<file path="src/rtl/hazard_controller.sv">
// -----------------------------------------------------------------------------
// hazard_controller
// Pipeline sequencing controller placed beside the EX/MEM forwarding logic.
// It inserts bubbles for load-use hazards that forwarding cannot cover. It
// freezes the whole pipeline while a multi-cycle data-memory access is
// outstanding. It flushes IF/ID when decode resolves a taken branch.
//
// Optional build macro: HAZARD_STALL_COUNTERS_EN
//   defined   -> stall_cycles / flush_count are live 32-bit wrapping counters
//   undefined -> both ports are tied to zero and no counter flops exist
//
// Ports
//   clk, reset          : rising-edge clock, asynchronous active-high reset
//   idEx_mem_read       : instruction in EX is a load
//   idEx_write_reg      : destination register of the instruction in EX
//   decode_read_reg1/2  : source registers of the instruction in decode
//   branch_taken        : decode resolved a taken branch this cycle
//   dmem_req/dmem_ready : MEM-stage access request / completion
//   pc_write, ifId_write, ifId_flush, idEx_bubble, idEx_hold,
//   exMem_hold, memWb_bubble : pipeline register controls (combinational)
//   mem_error           : sticky memory-timeout flag
//   stall_cycles, flush_count : optional statistics counters
// -----------------------------------------------------------------------------
module hazard_controller #(
   parameter int unsigned LOAD_USE_BUBBLES = 1,
   parameter int unsigned MEM_TIMEOUT      = 255
) (
   input  logic        clk,
   input  logic        reset,
   input  logic        idEx_mem_read,
   input  logic [4:0]  idEx_write_reg,
   input  logic [4:0]  decode_read_reg1,
   input  logic [4:0]  decode_read_reg2,
   input  logic        branch_taken,
   input  logic        dmem_req,
   input  logic        dmem_ready,
   output logic        pc_write,
   output logic        ifId_write,
   output logic        ifId_flush,
   output logic        idEx_bubble,
   output logic        idEx_hold,
   output logic        exMem_hold,
   output logic        memWb_bubble,
   output logic        mem_error,
   output logic [31:0] stall_cycles,
   output logic [31:0] flush_count
);

   localparam logic [1:0] ST_RUN      = 2'd0;
   localparam logic [1:0] ST_LU_STALL = 2'd1;
   localparam logic [1:0] ST_MEM_WAIT = 2'd2;

   localparam logic [1:0] BUB_INIT  = 2'(LOAD_USE_BUBBLES - 1);
   localparam logic [7:0] TMO_LIMIT = 8'(MEM_TIMEOUT);

   logic [1:0] state_q,     state_d;
   logic [1:0] bub_cnt_q,   bub_cnt_d;
   logic [7:0] tmo_cnt_q,   tmo_cnt_d;
   logic       ret_lu_q,    ret_lu_d;
   logic       mem_error_q, mem_error_d;
   // High while in reset and for the first cycle after release.
   logic       init_q;

   logic lu_hazard_s;
   logic mem_stall_s;
   logic pc_write_s, ifId_write_s, ifId_flush_s, idEx_bubble_s;
   logic idEx_hold_s, exMem_hold_s, memWb_bubble_s;

   // Register 0 is hard-wired, so a load targeting it never creates a hazard.
   assign lu_hazard_s = idEx_mem_read && (idEx_write_reg != 5'd0) &&
                        ((idEx_write_reg == decode_read_reg1) ||
                         (idEx_write_reg == decode_read_reg2));
   assign mem_stall_s = dmem_req && !dmem_ready;

   // Next-state and output decode; memory wait outranks load-use outranks branch.
   always_comb begin
      state_d        = state_q;
      bub_cnt_d      = bub_cnt_q;
      tmo_cnt_d      = tmo_cnt_q;
      ret_lu_d       = ret_lu_q;
      mem_error_d    = mem_error_q;
      pc_write_s     = 1'b0;
      ifId_write_s   = 1'b0;
      ifId_flush_s   = 1'b0;
      idEx_bubble_s  = 1'b0;
      idEx_hold_s    = 1'b0;
      exMem_hold_s   = 1'b0;
      memWb_bubble_s = 1'b0;
      if (reset || init_q) begin
         // Pipeline is held empty: NOPs into IF/ID, ID/EX and MEM/WB.
         ifId_flush_s   = 1'b1;
         idEx_bubble_s  = 1'b1;
         memWb_bubble_s = 1'b1;
      end else begin
         case (state_q)
            ST_RUN: begin
               pc_write_s   = 1'b1;
               ifId_write_s = 1'b1;
               if (mem_stall_s) begin
                  pc_write_s     = 1'b0;
                  ifId_write_s   = 1'b0;
                  idEx_hold_s    = 1'b1;
                  exMem_hold_s   = 1'b1;
                  memWb_bubble_s = 1'b1;
                  state_d        = ST_MEM_WAIT;
                  tmo_cnt_d      = 8'd1;
                  ret_lu_d       = 1'b0;
               end else if (lu_hazard_s) begin
                  // A taken branch seen here is ignored; decode re-evaluates it.
                  pc_write_s    = 1'b0;
                  ifId_write_s  = 1'b0;
                  idEx_bubble_s = 1'b1;
                  if (LOAD_USE_BUBBLES > 1) begin
                     state_d   = ST_LU_STALL;
                     bub_cnt_d = BUB_INIT;
                  end else begin
                     state_d   = ST_RUN;
                  end
               end else if (branch_taken) begin
                  ifId_flush_s = 1'b1;
               end else begin
                  state_d = ST_RUN;
               end
            end
            ST_LU_STALL: begin
               if (mem_stall_s) begin
                  // Freeze overrides the bubble; bubble count is preserved.
                  idEx_hold_s    = 1'b1;
                  exMem_hold_s   = 1'b1;
                  memWb_bubble_s = 1'b1;
                  state_d        = ST_MEM_WAIT;
                  tmo_cnt_d      = 8'd1;
                  ret_lu_d       = 1'b1;
               end else begin
                  idEx_bubble_s = 1'b1;
                  bub_cnt_d     = bub_cnt_q - 2'd1;
                  if (bub_cnt_q <= 2'd1) begin
                     state_d = ST_RUN;
                  end else begin
                     state_d = ST_LU_STALL;
                  end
               end
            end
            ST_MEM_WAIT: begin
               idEx_hold_s    = 1'b1;
               exMem_hold_s   = 1'b1;
               memWb_bubble_s = 1'b1;
               if (tmo_cnt_q != 8'hFF) begin
                  tmo_cnt_d = tmo_cnt_q + 8'd1;
               end else begin
                  tmo_cnt_d = tmo_cnt_q;
               end
               // A timeout abandons the access and resumes like a completion.
               if (dmem_ready || (tmo_cnt_q >= TMO_LIMIT)) begin
                  state_d = ret_lu_q ? ST_LU_STALL : ST_RUN;
                  if (!dmem_ready) begin
                     mem_error_d = 1'b1;
                  end else begin
                     mem_error_d = mem_error_q;
                  end
               end else begin
                  state_d = ST_MEM_WAIT;
               end
            end
            default: begin
               state_d        = ST_RUN;
               ifId_flush_s   = 1'b1;
               idEx_bubble_s  = 1'b1;
               memWb_bubble_s = 1'b1;
            end
         endcase
      end
   end

   // Controller state, counters and sticky error flag.
   always_ff @(posedge clk or posedge reset) begin
      if (reset) begin
         state_q     <= ST_RUN;
         bub_cnt_q   <= 2'd0;
         tmo_cnt_q   <= 8'd0;
         ret_lu_q    <= 1'b0;
         mem_error_q <= 1'b0;
         init_q      <= 1'b1;
      end else begin
         state_q     <= state_d;
         bub_cnt_q   <= bub_cnt_d;
         tmo_cnt_q   <= tmo_cnt_d;
         ret_lu_q    <= ret_lu_d;
         mem_error_q <= mem_error_d;
         init_q      <= 1'b0;
      end
   end

   assign pc_write     = pc_write_s;
   assign ifId_write   = ifId_write_s;
   assign ifId_flush   = ifId_flush_s;
   assign idEx_bubble  = idEx_bubble_s;
   assign idEx_hold    = idEx_hold_s;
   assign exMem_hold   = exMem_hold_s;
   assign memWb_bubble = memWb_bubble_s;
   assign mem_error    = mem_error_q;

`ifdef HAZARD_STALL_COUNTERS_EN
   logic [31:0] stall_cnt_q;
   logic [31:0] flush_cnt_q;

   // Statistics: stalled-PC cycles and RUN-state flushes, wrapping at 2^32.
   always_ff @(posedge clk or posedge reset) begin
      if (reset) begin
         stall_cnt_q <= 32'd0;
         flush_cnt_q <= 32'd0;
      end else begin
         if (!init_q && !pc_write_s) begin
            stall_cnt_q <= stall_cnt_q + 32'd1;
         end else begin
            stall_cnt_q <= stall_cnt_q;
         end
         if (!init_q && (state_q == ST_RUN) && ifId_flush_s) begin
            flush_cnt_q <= flush_cnt_q + 32'd1;
         end else begin
            flush_cnt_q <= flush_cnt_q;
         end
      end
   end

   assign stall_cycles = stall_cnt_q;
   assign flush_count  = flush_cnt_q;
`else
   assign stall_cycles = 32'd0;
   assign flush_count  = 32'd0;
`endif

endmodule

</file>
<file path="config.mk">
export PLATFORM = sky130hd
export DESIGN_NAME = hazard_controller
export DESIGN_NICKNAME = d
export VERILOG_FILES = /design/src/rtl/hazard_controller.sv
export SDC_FILE = /design/constraint.sdc
export NUM_CORES = 1
export LEC_CHECK = 0
export ABC_AREA = 1
export BUFFER_PORTS_ARGS = -buffer_cell sky130_fd_sc_hd__buf_2
export CORE_AREA = 2 2 78 80
export DETAILED_ROUTE_END_ITERATION = 8
export DIE_AREA = 0 0 80 82
export GPL_ROUTABILITY_DRIVEN = 0
export SLEW_MARGIN = 30
export SYNTH_ARGS = -nofsm -noshare
export SYNTH_HDL_FRONTEND = slang
export SYNTH_SLANG_ARGS = --single-unit
export TNS_END_PERCENT = 10
</file>
<file path="constraint.sdc">
create_clock -name clk -period 1.55 [get_ports clk]
set_input_delay 0.31 -clock clk [delete_from_list [all_inputs] [get_ports clk]]
set_output_delay 0.31 -clock clk [all_outputs]
set_load 0.05 [all_outputs]
</file>
==> flow_summary.yaml, run 1 <==
detailed_routing:
  drtIter0Drc: 43
  drc_errors: 0
  firstDrtPassIters: 4
  wl_met2_mm: 1.464
  topRoutingLayerUsed: "met4"
  wl_per_cell_um: 8.471
  num_vias: 1374
  vias_per_cell: 3.764
  wirelength_mm: 3.092
  wl_met1_mm: 1.346
  postRouteAntennaNets: 0
  routed-wl-met3_um: 225
synth:
  yosysWarnings: 0
  async_flop_share_pct: 100.0
  synth_top_area_cell: "buf_4"
  synthFlopType: "dfrtp_1"
  ys_ff_latch: 15
  synth_cell_types: 30
  syn_area_sq_um: 1677
  syn_avg_cell_area_sq_um: 6.900
  synthTopCellsByArea: "buf_4, dfrtp_1, nand2_1"
  synth_top_area_share_pct: 29.55
  synth-edff-count: 0
  syn_inst: 243
  ys_seq_area_share_pct: 22.46
run_status:
  outcome: "complete, but fails checks"
  violations: "negative setup slack"
timing:
  report.final.slew_viol_count: 0
  rsz0062_at_grt: "true"
  setup_violations: 7
  setup_tns_ns: -1.518
  skew_ns: 0.001933
  setup_slack_ns: -0.2924
  fin_crit_sh_pct: 118.9
  worst_pin_slew_ns: 0.5884
  final-hold-violation-count: 0
  relSlewSlack_pct: 60.73
  min_period_ns: 1.842
  timing.fmax_mhz: 542.8
worst_hold_path:
  hold_class: "in -> async"
critical_path:
  reg2reg_to: "tmo_cnt_q[5]"
  crit_type: "reg -> out"
  arrival_ns: 1.53
  cp_max_fo: 2
  worst_ep_required_time_ns: 1.24
  worstRegToRegCells: 8
  crit_end: "ifId_flush"
  crit_start: "state_q[0]"
  cp-end-kind: "output port"
  crit_path_start_kind: "register"
  reg2reg_from: "state_q[0]"
  r2r_slack_ns: 0.05
clocking:
  cts_root_buf: "clkbuf_8"
  cts_max_level: 1
  clkLatencyLatePin_ns: 0.25
  numCtsBuffers: 3
  clk_pin_slew_ns: 0.06
  clock-sinks: 15
  cts_tree: "built"
  clockBufferDepth: 2
floorplanning:
  die_h_um: 82
  die_x_um: 80
  start_util_pct: 29.18
  die_area_sq_um: 6560
  boundaryPins: 93
  core_area_sq_um: 5746
  rows: 28
global_routing:
  grt_pass1_wl_mm: 5.002
  grt_start_max_net_pins: 16
  grt_usage_pct: 9.709
  antenna_found_initial: 0
  grt_remaining_overflow: 0
  grt_pass1_vias: 1206
power_and_ir_drop:
  ir_worst_vdd_uv: 396.1
  p_per_area_nw_per_um2: 863.3
  leakagePower_nw: 1.126
layout:
  diodes: 0
  drive_above_1_share_pct: 28.97
  area_growth_pct: 19.10
  stdcell_count: 365
  multi_input_area_sq_um: 1010
  fin_util_pct: 34.76
  n_fill_cell: 627
  seqCellArea_sq_um: 379.1
  final_nets: 319
placed_design:
  place_ws_ns: -0.1645
  io_buffers: 28
  dp_cells: 358
  hpwl_mm: 2.560
run:
  max_cap_violations: 0
-- per-layer routing --
metal	global-route usage [%]	vias up
met5	0	-
met1	11.35	603
li1	-	708
met4	4.068	0
met3	1.868	4
met2	17.33	59
-- worst min path at each step --
| stage | slack (ns) | to | startpoint | cells past startpoint |
|---|---|---|---|---|
| 4_1_cts | 0.15 | bub_cnt_q[0] | reset | 2 |
| 6_report | 0.13 | tmo_cnt_q[3] | reset | 2 |
| 5_1_grt | 0.19 | bub_cnt_q[1] | reset | 2 |
| 3_5_place_dp | 0.42 | bub_cnt_q[0] | reset | 2 |
| 3_3_place_gp | 0.41 | bub_cnt_q[0] | reset | 2 |
| 2_1_floorplan | 0.21 | bub_cnt_q[0] | reset | 1 |
-- sequential cells by signal (all words and copies together) (netlist names) --
name       count
ret_lu_q       1
bub_cnt_q      2
mem_error      1
state_q        2
tmo_cnt_q      8
init_q         1
-- cells in the mapped netlist (all sizes together) (2+ instances only) --
cell type and instances:
o21ai 14, nand3 10, o21bai 2, nand4 4, nand2 54, nor3 5, ha 7, inv 36
buf 66, xnor2 3, dfrtp 14, nor2 16, a21oi 3, or2 2
-- stage by stage --
step                      instance area, sq um  power, mW  hold slack [ns]
final                                     1997      1.724           0.1280
after global routing                      1997      1.845           0.1900
after CTS                                 1972      1.726           0.1513
after detailed placement                  1802      1.313           0.4246
after global placement                    1802      1.308           0.4139
after floorplan                           1958      1.278           0.2106
-- cell usage in the layout (no fill, tap or decap), types with 3 or more instances in the layout --
cell type,n
buf_2,21
buf_4,17
buf_6,8
clkbuf_8,3
conb_1,65
dfrtp_1,12
ha_1,3
ha_4,3
inv_1,27
inv_2,6
nand2_1,51
nand3_1,10
nand4_1,3
nor2_1,13
o21ai_0,6
o21ai_1,5
o21ai_2,3
xnor2_1,3
-- cell families (layout without fill, tap and decap cells) --
family,Yosys count,after routing,synth area share (%)
buffers and inverters,103,86,37.99
other,1,65,0.2237
AND/OR/NAND/NOR,92,92,24.70
XOR/XNOR,4,4,2.090
adder cells (fa/ha/maj),7,7,5.224
flip-flops,15,15,22.46
AO/OA/AOI/OAI,21,21,7.314
-- layout make-up --
cell class,count,area share (%)
Multi-Input combinational cell,189,50.56
Tap cell,75,4.699
Sequential cell,15,18.98
Clock inverter,1,0.2506
Timing Repair Buffer,46,16.17
Clock buffer,3,2.068
Inverter,36,7.268
-- where the power goes --
part	internal, mW	leakage [nW]	switching (mW)	total (mW)
clock	0.178	0.0255	0.143	0.321
combinational	0.243	0.907	0.692	0.935
sequential	0.440	0.193	0.0282	0.468
-- critical path, cell delays in order (launching register included) --
cell and delay (ns):
dfrtp_2 0.42, inv_2 0.08, ha_4 0.14, inv_4 0.04, nor2_4 0.09, inv_2 0.04
nor2_1 0.09, nand2_1 0.07, o211ai_1 0.09, buf_4 0.23
-- what timing repair did --
item / CTS / global route
resized for setup: 31 / 7
hold buffers: 0 / 0
buffers inserted: 3 / 0
pin swaps: 5 / 2
endpoints found under the setup margin: 15 / 15
Note: power is estimated with default switching activity, not from simulation.
==> run 2, diff against run 1 <==
Settings changed: ABC_AREA 1 to default, CORE_AREA 2 2 78 80 to 2 2 76 78, DIE_AREA 0 0 80 82 to 0 0 78 80.
==> flow_summary.yaml, run 2 <==
run_status:
  outcome: "complete, but fails checks"
  violations: "negative setup slack"
power_and_ir_drop:
  finalPower_mw: 2.103
  ir_worst_vdd_uv: 584.3
  leakagePower_nw: 1.013
  p_per_area_nw_per_um2: 1056
global_routing:
  grt_remaining_overflow: 0
  grt_pass1_wl_mm: 4.892
  grt_start_max_net_pins: 16
  grt_usage_pct: 9.722
  antenna_found_initial: 0
  grt_pass1_vias: 1152
clocking:
  clk_pin_slew_ns: 0.07
  cts_root_buf: "clkbuf_8"
  clock-sinks: 15
  clockBufferDepth: 2
  numCtsBuffers: 3
  cts_max_level: 1
  cts_tree: "built"
  clkLatencyLatePin_ns: 0.25
  cts_hold_buf: 0
critical_path:
  crit_type: "in -> out"
  crit_path_start_kind: "input pin"
  cp_max_fo: 3
  cp-end-kind: "output port"
  worst_ep_required_time_ns: 1.24
  arrival_ns: 1.61
synth:
  synth_top_area_share_pct: 31.45
  synth_cell_types: 39
  syn_inst: 187
  ys_ff_latch: 15
  syn_avg_cell_area_sq_um: 8.424
  yosysWarnings: 0
  synthTopCellsByArea: "buf_4, dfrtp_1, xnor2_1"
  synth_most_common_cell: "buf_4"
  ys_seq_area_share_pct: 23.91
  syn_area_sq_um: 1575
  synthTopCellsByCount: "buf_4, dfrtp_1, nand2_1"
  async_flop_share_pct: 100.0
  synth_top_area_cell: "buf_4"
  synth-edff-count: 0
  synthFlopType: "dfrtp_1"
timing:
  report.final.slew_viol_count: 0
  relSlewSlack_pct: 59.49
  worst_pin_slew_ns: 0.6070
  final-hold-violation-count: 0
  min_period_ns: 1.921
  setup_tns_ns: -4.116
  timing.fmax_mhz: 520.5
  skew_ns: 0.002822
  fin_crit_sh_pct: 123.9
  hold-worst-slack_ns: 0.2544
  setup_slack_ns: -0.3711
  rsz0062_at_grt: "true"
  setup_violations: 17
layout:
  final_nets: 281
  drive_above_1_share_pct: 40.08
  stdcell_count: 324
  final_cell_area_sq_um: 1992
  diodes: 0
  n_fill_cell: 567
  regMostFlops: "tmo_cnt_q"
  largest_register_ffs: 8
  final_cell_mix: "conb_1, buf_4, buf_2"
  final_common_cell: "conb_1"
  reg.largest.list: "tmo_cnt_q: 8 flops, bub_cnt_q: 2 flops, state_q: 2 flops"
  area_growth_pct: 26.45
detailed_routing:
  num_vias: 1244
  vias_per_cell: 3.840
  postRouteAntennaNets: 0
  drtIter0Drc: 39
  wirelength_mm: 3.051
  wl_per_cell_um: 9.417
  firstDrtPassIters: 4
  drc_errors: 0
floorplanning:
  die_h_um: 80
  rows: 27
  boundaryPins: 93
  die_area_sq_um: 6240
  die_x_um: 78
  core_area_sq_um: 5405
  start_util_pct: 29.14
placed_design:
  dp_cells: 318
  placedInstanceArea_sq_um: 1836
  hpwl_mm: 2.471
  io_buffers: 28
worst_hold_path:
  hold_class: "in -> async"
run:
  max_cap_violations: 0
-- run 2: cells by family (layout without fill, tap and decap cells) --
group / after synthesis / after routing / synth area share [%]
XOR/XNOR: 16 / 16 / 8.896
multiplexers: 4 / 4 / 2.780
AO/OA/AOI/OAI: 18 / 18 / 8.182
adder cells (fa/ha/maj): 7 / 7 / 5.560
buffers and inverters: 73 / 74 / 33.20
flip-flops: 15 / 15 / 23.91
AND/OR/NAND/NOR: 53 / 53 / 17.24
other: 1 / 65 / 0.2381
-- run 2: final timing paths --
path,end,cells after the start,from,slack (ns)
min,mem_error,3,reset,0.25
max in group asynchronous,state_q[1],3,reset,0.90
min in group clk,mem_error,1,mem_error,0.47
max,pc_write,6,idEx_write_reg[1],-0.37
max reg2reg,tmo_cnt_q[5],7,state_q[0],-0.35
min reg2reg,mem_error,1,mem_error,0.47
-- run 2: area by class of cell --
cell class	instances	area, sq um	share of cell area (%)
timing repair buffer	65	454.2	22.80
multi-input combinational	163	1006	50.50
clock inverter	1	5.005	0.2513
clock buffer	3	41.29	2.073
sequential	15	376.6	18.91
tap	72	90.09	4.523
inverter	5	18.77	0.9422
-- run 2: per-layer routing --
layer	vias up	part of all wire (%)	wire (um)	GRT usage, %
li1	619	-	-	-
met4	0	0.75	23	2.105
met2	42	53	1615	18.71
met5	-	0	0	0
met3	5	5.1	155	2.036
met1	578	41	1256	10.95
-- run 2: power breakdown --
| part | switching [mW] | internal [mW] | leakage, nW |
|---|---|---|---|
| logic | 0.789 | 0.449 | 0.792 |
| registers | 0.0600 | 0.475 | 0.196 |
| clock network | 0.152 | 0.178 | 0.0255 |
| total | 1.00 | 1.10 | 1.01 |
-- run 2: through the flow --
step | utilization [%] | worst slack (ns)
3_5_place_dp | 33.96 | -0.5295
2_1_floorplan | - | -0.4035
5_1_grt | 36.85 | -0.4193
4_1_cts | 36.04 | -0.3870
6_report | 36.85 | -0.3711
3_3_place_gp | 33.96 | -0.5136
-- run 2: repair_timing --
item                       CTS  global route
setup endpoints to repair   17            17
pin swaps                    1             6
setup buffers                0             2
gates resized for setup     21             9
-- run 2: worst max-delay path, stage by stage --
cell      delay (ns)
buf_2           0.10
or4_4           0.53
o21ai_2         0.15
nand2b_4        0.16
and3_4          0.20
buf_6           0.15
==> run 3, diff against run 2 <==
Settings changed: TNS_END_PERCENT 10 to 20.
==> flow_summary.yaml, run 3 (synthesis results as in run 2) <==
power_and_ir_drop:
  switching_share_pct: 46.40
  clockPowerShare_pct: 14.8
  leakagePower_nw: 1.034
  p_int_mw: 1.154
  ir_worst_vdd_uv: 849.4
  seq_power_share_pct: 24.7
  p_sw_uw: 999.2
  p_comb_share_pct: 60.5
  p_per_area_nw_per_um2: 1052
floorplanning:
  rows: 27
  die_area_sq_um: 6240
  start_util_pct: 29.14
  core_area_sq_um: 5405
  die_h_um: 80
  boundaryPins: 93
  die_x_um: 78
global_routing:
  grt_start_max_net_pins: 16
  grt_pass1_wl_mm: 4.899
  grt_remaining_overflow: 0
  grt_usage_pct: 9.833
  grt_pass1_vias: 1152
  antenna_found_initial: 0
run:
  max_cap_violations: 0
clocking:
  cts_tree: "built"
  clkLatencyLatePin_ns: 0.25
  cts_hold_buf: 0
  clock-sinks: 15
  clk_pin_slew_ns: 0.06
  cts_root_buf: "clkbuf_8"
  cts_max_level: 1
  numCtsBuffers: 3
  clockBufferDepth: 2
layout:
  reg.largest.list: "tmo_cnt_q: 8 flops, bub_cnt_q: 2 flops, state_q: 2 flops"
  area_growth_pct: 29.94
  diodes: 0
  n_fill_cell: 567
  final_common_cell: "conb_1"
  regMostFlops: "tmo_cnt_q"
  final_cell_area_sq_um: 2047
  drive_above_1_share_pct: 38.98
  final_cell_mix: "conb_1, buf_4, buf_2"
  final_nets: 283
  largest_register_ffs: 8
timing:
  min_period_ns: 1.877
  worst_pin_slew_ns: 0.5720
  setup_slack_ns: -0.3266
  setup_tns_ns: -3.492
  skew_ns: 0.006171
  fin_crit_sh_pct: 121.1
  rsz0062_at_grt: "true"
  report.final.slew_viol_count: 0
  setup_violations: 16
  relSlewSlack_pct: 61.83
  final-hold-violation-count: 0
  timing.fmax_mhz: 532.9
detailed_routing:
  drc_errors: 0
  firstDrtPassIters: 4
  drtIter0Drc: 38
  num_vias: 1240
  postRouteAntennaNets: 0
  wirelength_mm: 3.062
  wl_per_cell_um: 9.393
  vias_per_cell: 3.804
critical_path:
  crit_type: "reg -> reg"
  crit_path_start_kind: "register"
  worst_ep_required_time_ns: 1.73
  cp_max_fo: 3
  cp-end-kind: "register"
  arrival_ns: 2.06
placed_design:
  hpwl_mm: 2.459
  placedInstanceArea_sq_um: 1843
  io_buffers: 28
worst_hold_path:
  hold_class: "in -> async"
run_status:
  violations: "negative setup slack"
  outcome: "complete, but fails checks"
[run 3: cell types whose count changed in the layout (fill, tap and decap cells not counted), sizes merged]
cell | previous run | this run
clkbuf | 3 | 4
buf | 65 | 67
clkinv | 1 | 0
[run 3: power by group through the flow]
stage,logic (mW),registers [mW],clock network (mW)
4_1_cts,1.26,0.539,0.330
3_5_place_dp,1.18,0.544,0
5_1_grt,1.42,0.542,0.352
2_1_floorplan,0.960,0.549,0
6_report,1.30,0.532,0.318
3_3_place_gp,1.17,0.540,0
[run 3: worst paths after layout]
| path | start | endpoint | slack [ns] | depth (start not counted) |
|---|---|---|---|---|
| setup / recovery | state_q[1] | tmo_cnt_q[5] | -0.33 | 7 |
| hold / removal | reset | tmo_cnt_q[7] | 0.24 | 3 |
| setup reg to reg | state_q[1] | tmo_cnt_q[5] | -0.33 | 7 |
| hold reg to reg | mem_error | mem_error | 0.48 | 1 |
| max in group asynchronous | reset | state_q[0] | 0.89 | 3 |
| min in group clk | mem_error | mem_error | 0.48 | 1 |
[run 3: final cells by class]
type                            count  area, sq um  area share (%)
Clock buffer                        4        45.04           2.200
Inverter                            5        21.27           1.039
Multi-Input combinational cell    163         1008           49.27
Sequential cell                    15        377.9           18.46
Tap cell                           72        90.09           4.401
Timing Repair Buffer               67        504.2           24.63
[run 3: stage by stage]
step / utilization [%] / power, mW / hold WS [ns] / setup slack, ns / instances
2_1_floorplan: - / 1.509 / 0.2108 / -0.4035 / 251
3_3_place_gp: 34.10 / 1.707 / 0.4786 / -0.5065 / 319
3_5_place_dp: 34.10 / 1.727 / 0.4867 / -0.5208 / 319
4_1_cts: 36.74 / 2.125 / 0.2785 / -0.3536 / 323
5_1_grt: 37.87 / 2.310 / 0.3035 / -0.3869 / 326
6_report: 37.87 / 2.154 / 0.2427 / -0.3266 / 326
[run 3: metal layers]
layer  wire (um)  vias up  global-route usage [%]  part of all wire, %
li1            -      620                       -                    -
met1        1211      577                   10.51                   40
met2        1675       41                   19.14                   55
met3         165        2                   2.941                  5.4
met4           9        0                   1.754                 0.29
met5           0        -                       0                    0
[run 3: critical path: stages (launching register included)]
cell and delay, ns:
dfrtp_1 0.38, inv_2 0.08, ha_4 0.16, or2_4 0.26, a211oi_4 0.31, nand2_4 0.09
or4_4 0.42, a21oi_2 0.12
[run 3: what timing repair did]
item	4_1_cts	5_1_grt
setup endpoints to repair	17	17
setup buffers	0	3
resized for setup	29	10
pin swaps	6	5
